<file path="config.mk">
export PLATFORM = sky130hd
export DESIGN_NAME = serial_subtractor
export DESIGN_NICKNAME = d
export VERILOG_FILES = /design/src/rtl/serial_subtractor.sv
export SDC_FILE = /design/constraint.sdc
export NUM_CORES = 1
export LEC_CHECK = 0
export BUFFER_PORTS_ARGS = -buffer_cell sky130_fd_sc_hd__buf_2
export CAP_MARGIN = 0
export CELL_PAD_IN_SITES_DETAIL_PLACEMENT = 0
export CELL_PAD_IN_SITES_GLOBAL_PLACEMENT = 1
export CORE_ASPECT_RATIO = 1.75
export CORE_MARGIN = 2
export CORE_UTILIZATION = 45
export CTS_CLUSTER_SIZE = 30
export DETAILED_ROUTE_END_ITERATION = 8
export PLACE_DENSITY = 0.85
export REMOVE_ABC_BUFFERS = 1
export SLEW_MARGIN = 5
export SYNTH_ARGS = -nofsm -noshare
export SYNTH_HDL_FRONTEND = slang
export SYNTH_SLANG_ARGS = --single-unit
</file>
<file path="constraint.sdc">
create_clock -name clk -period 2 [get_ports clk]
set_input_delay 0.1 -clock clk [delete_from_list [all_inputs] [get_ports clk]]
set_output_delay 0.1 -clock clk [all_outputs]
set_load 0.05 [all_outputs]
</file>
<file path="src/rtl/serial_subtractor.sv">
// rtl/serial_subtractor.sv - bit-serial unsigned subtractor, LSB first, valid/ready handshakes
module serial_subtractor #(
    parameter int WIDTH = 10
) (
    input  logic             clk,
    input  logic             rst,
    input  logic             i_valid,
    output logic             o_ready,
    input  logic [WIDTH-1:0] a,
    input  logic [WIDTH-1:0] b,
    output logic             o_valid,
    input  logic             i_ready,
    output logic [WIDTH:0]   o_diff,
    output logic             o_busy
);

    // Counter wide enough to hold WIDTH-1; a WIDTH=1 build still needs one bit.
    localparam int CW = (WIDTH > 1) ? $clog2(WIDTH) : 1;

    localparam logic [1:0] S_IDLE = 2'd0;
    localparam logic [1:0] S_BUSY = 2'd1;
    localparam logic [1:0] S_DONE = 2'd2;

    localparam logic [CW-1:0] LAST_BIT = CW'(WIDTH - 1);

    logic [1:0]       r_state;
    logic [WIDTH-1:0] r_a_sh;
    logic [WIDTH-1:0] r_b_sh;
    logic             r_br;
    logic [CW-1:0]    r_cnt;
    logic [WIDTH-1:0] r_res;
    logic [WIDTH:0]   r_diff;
    logic             r_valid;

    logic             w_d;
    logic             w_br_n;
    logic [WIDTH-1:0] w_res_n;

    // One full-subtractor slice on the current LSBs; new bit enters the result from the top.
    always_comb begin
        w_d     = r_a_sh[0] ^ r_b_sh[0] ^ r_br;
        w_br_n  = (~r_a_sh[0] & r_b_sh[0]) | (~(r_a_sh[0] ^ r_b_sh[0]) & r_br);
        w_res_n = WIDTH'({w_d, r_res} >> 1);
    end

    // Control FSM and serial datapath; reset overrides every other event.
    always_ff @(posedge clk) begin
        if (rst) begin
            r_state <= S_IDLE;
            r_a_sh  <= '0;
            r_b_sh  <= '0;
            r_br    <= 1'b0;
            r_cnt   <= '0;
            r_res   <= '0;
            r_diff  <= '0;
            r_valid <= 1'b0;
        end else begin
            case (r_state)
                S_IDLE: begin
                    if (i_valid) begin
                        r_a_sh  <= a;
                        r_b_sh  <= b;
                        r_br    <= 1'b0;
                        r_cnt   <= '0;
                        r_res   <= '0;
                        r_state <= S_BUSY;
                    end
                end
                S_BUSY: begin
                    r_res  <= w_res_n;
                    r_br   <= w_br_n;
                    r_a_sh <= r_a_sh >> 1;
                    r_b_sh <= r_b_sh >> 1;
                    r_cnt  <= r_cnt + CW'(1);
                    if (r_cnt == LAST_BIT) begin
                        r_diff  <= {w_br_n, w_res_n};
                        r_valid <= 1'b1;
                        r_state <= S_DONE;
                    end
                end
                S_DONE: begin
                    // Result stays put until downstream takes it; o_diff keeps its value afterwards.
                    if (i_ready) begin
                        r_valid <= 1'b0;
                        r_state <= S_IDLE;
                    end
                end
                default: begin
                    r_state <= S_IDLE;
                end
            endcase
        end
    end

    assign o_ready = (r_state == S_IDLE);
    assign o_busy  = (r_state == S_BUSY);
    assign o_valid = r_valid;
    assign o_diff  = r_diff;

endmodule

</file>
Word level (Yosys, flattened, before mapping):

Cells that the tools add are included.

* output and inout port bits: 14
* register bits after elaboration: 49

* bitwise gates (word level): 7
* multiplexer cells: 17
* equal/unequal tests: 6
* reductions and logical operators: 7
* add/subtract/negate cells: 1

Operator list (count)
* case mux 10 bit (2 select lines): 3
* two-way mux 10 bit: 3
* case mux 4 bit (2 select lines): 1
* two-way mux 2 bit: 3
* case mux 2 bit (3 select lines): 1
* AND reduction 3 bit: 2
* adder 4 x 1 -> 4 bit (second input constant): 1
* equality test 4 bit (second input constant): 1
* two-way mux 4 bit: 1
* != test 2 bit (second input constant): 2
* case mux 1 bit (2 select lines): 2
* AND reduction 2 bit: 2
* nonzero test 2 bit: 2
* two-way mux 1 bit: 3
* bitwise AND 1 bit: 2
* equality test 2 x 1 -> 1 bit (second input constant): 1
* equality test 2 bit (second input constant): 1
* logical NOT 2 bit: 1
* != test 2 x 1 -> 1 bit (second input constant): 1
* inverter 1 bit: 2
* bitwise XOR 1 bit: 2
* OR 1 bit: 1

Depth between registers and ports, before layout:

* word-level depth: 5
* mapped depth: 7
* gate-level depth less buffers: 5

Worst setup path before layout:

No wires, ideal clock.

* path kind: register to output
* start: register r_state[1]
* end: output o_ready
* stages on the path, launching flop included: 4
* required time: 1900 ps
* setup slack: 616 ps
* data arrival time: 1284 ps
* path through: dfxtp_1 buf_2 clkbuf_1 nor2_1

* longest elaborated chain between the ends: 1

RTL lines
* start, declared: RTL line 26 `logic [1:0] r_state;`
* start signal, assigned: RTL line 49 `r_state <= S_IDLE;`
* start signal, assigned: RTL line 66 `r_state <= S_BUSY;`
* start signal, assigned: RTL line 78 `r_state <= S_DONE;`
* logical NOT 2 bit: RTL line 95 `assign o_ready = (r_state == S_IDLE);`
* end, declared: RTL line 8 `output logic o_ready,`

No other way between the ends.

Worst setup path after layout:

* start: register r_state[0]
* end: output o_busy

* longest elaborated chain between the ends: 1

RTL lines
* equality test 2 x 1 -> 1 bit: RTL line 96 `assign o_busy = (r_state == S_BUSY);`
* end, declared: RTL line 14 `output logic o_busy`

No other way between the ends.

==> out/results.ini <==
[status]
outcome=finished clean

[timing]
slew_headroom_pct=59.4
fmax_mhz=583
worstMarginPinSlew_ns=0.608
finalSetupTns_ns=0
rsz0062_at_grt=false
timing.final.hold_violations=0
timing.final.crit_share_pct=85.8
fin_worst_skew_ns=0.00352
drv_slew=0
post-route-min-period_ns=1.72
setup_violations=0

[logic_synthesis]
synth_seq_cells=48
ys_warn_count=0
synthFlopType=dfxtp_1
synth_cell_types=35
synth_area_leaders=dfxtp_1, a21oi_1, or3b_1
synth-seq-area-share_pct=42.9
yosysTopAreaCell=dfxtp_1
avgSynthCellArea_um2=8.79
synth_top_area_share_pct=42.9
synth_most_common_cell=dfxtp_1
synth_cells=255
synth_edf_count=0
async_reset_ff_share_pct=0
synth_area_um2=2240
ys_top_cells_by_count=dfxtp_1, a21oi_1, nor2_1, or3b_1, nor3_1

[clock_network]
cts_sinks=48
cts_resized=0
cts_max_path_buffers=2
insertion_delay_ns=0.30
cts_buffers=5
root_buffer=clkbuf_8
cts_tree=built
h-tree-depth=2
clk_pin_slew_ns=0.08
postCtsSetupBuffers=0
cts_hold_buf=0

[pwr]
max-vdd-ir-drop_mv=0.564
power_density_nw_per_um2=743
p_leak_nw=1.00

[routing]
dr_wl_met2_um=2000
wl_met3_um=123
wirelength_um=4240
met1_length_um=2050
drt-initial-drc-count=60
drc=0
ant_nets=0
vias=1819
highest_layer=met4
wl_per_cell_um=12.6
vias_per_cell=5.41
drtPass1Iterations=4

[critical_path]
cp-start-kind=register
critPathMaxFanout=35
crit_required_ns=1.90
endpoint_kind=output pin
crit_type=register to output pin
cp.arrival_ns=1.62
r2r_cells=5

[finish]
antenna_cells=0
layout.nets=308
fillCellCount=496
synthToLayoutAreaGrowth_pct=10.6
drive_gt1_share_pct=21.6
fin_area_um2=2480
multi_input_area_um2=1110
stdcell_count=336
register_area_um2=961

[place]
port_buffers=37
dp.cells=328
gp_congestion=0.711
dp_hpwl_um=2780
placed_area_um2=2390

[global_route]
grt_max_degree=36
antenna_found_initial=0
grt_first_pass_wirelength_um=7470
grt_overflow=0
grt_use_total_pct=16.2
grt_pass1_vias=1728

[floorplan]
die_area_um2=5590
io_pins=38
rows=34
start_util_pct=45.8
core_area_um2=4890
fp.dieH_um=97.4
fp.dieW_um=57.4

[job]
maxCapViolCount=0

[hold_path]
min_path_type=input port to register
whs_path_depth=3

## registers in the layout (all words and copies together) (netlist names)
signal	count
o_diff	11
r_state	2
o_valid	1
r_res	9
r_cnt	4
r_a_sh	10
r_br	1
r_b_sh	10
## path summary, 6_finish.rpt
path	startpoint	endpoint	slack, ns
worst max-delay path	r_state[0]	o_busy	0.28
worst min-delay path	i_ready	r_state[1]	0.07
worst max register to register	r_cnt[0]	o_diff[10]	0.55
worst min register to register	o_valid	o_valid	0.46
## metrics by stage
step,hold slack (ns),setup slack [ns],utilization [%],power [mW]
CTS,0.0699,0.274,50.7,1.87
detailed placement,0.384,0.569,48.8,1.28
global placement,0.378,0.593,48.8,1.27
global route,0.0813,0.198,50.7,1.93
finish,0.0734,0.284,50.7,1.84
floorplan,0.169,0.195,-,1.19
## layout make-up
class / count / area share (%)
Timing Repair Buffer: 43 / 9.28
Multi-Input combinational cell: 179 / 44.8
Tap cell: 54 / 2.72
Clock inverter: 2 / 0.404
Clock buffer: 6 / 3.33
Sequential cell: 48 / 38.7
Inverter: 4 / 0.706
## cell usage in the layout, fill, tap and decap left out, types with 4 or more instances in the layout
cell       n
a21bo_1    6
a21bo_2    4
a21oi_1   33
a22oi_1    9
buf_2     37
buf_4      6
clkbuf_8   6
dfxtp_1   48
nand2_1    6
nand2b_1  16
nand3_1   12
nor2_1    30
nor3_1    17
or3b_1    18
## per-layer routing
layer	vias up	track usage, %
met2	34	28.0
met4	0	5.37
li1	931	-
met5	-	0
met3	7	2.80
met1	847	19.9
## power breakdown
group | switching, mW | total (mW) | internal (mW)
clock network | 0.315 | 0.591 | 0.276
logic | 0.133 | 0.234 | 0.101
registers | 0.0207 | 1.02 | 0.998
## critical path: stages (launching register included)
cell	delay, ns
dfxtp_1	0.33
buf_4	0.27
nand2b_4	0.11
inv_4	0.26
buf_2	0.33
## logic make-up (layout without fill, tap and decap cells)
group                      Yosys count  in the layout  share of synthesized area (%)
AOI/OAI and AO/OA                   64             64                           19.1
adders and majority gates            3              3                           2.01
buffers and inverters               28             55                           7.59
DFF                                 48             48                           42.9
and+or+nand+nor                    112            112                           28.5
Power figures use the tool's default switching activity.
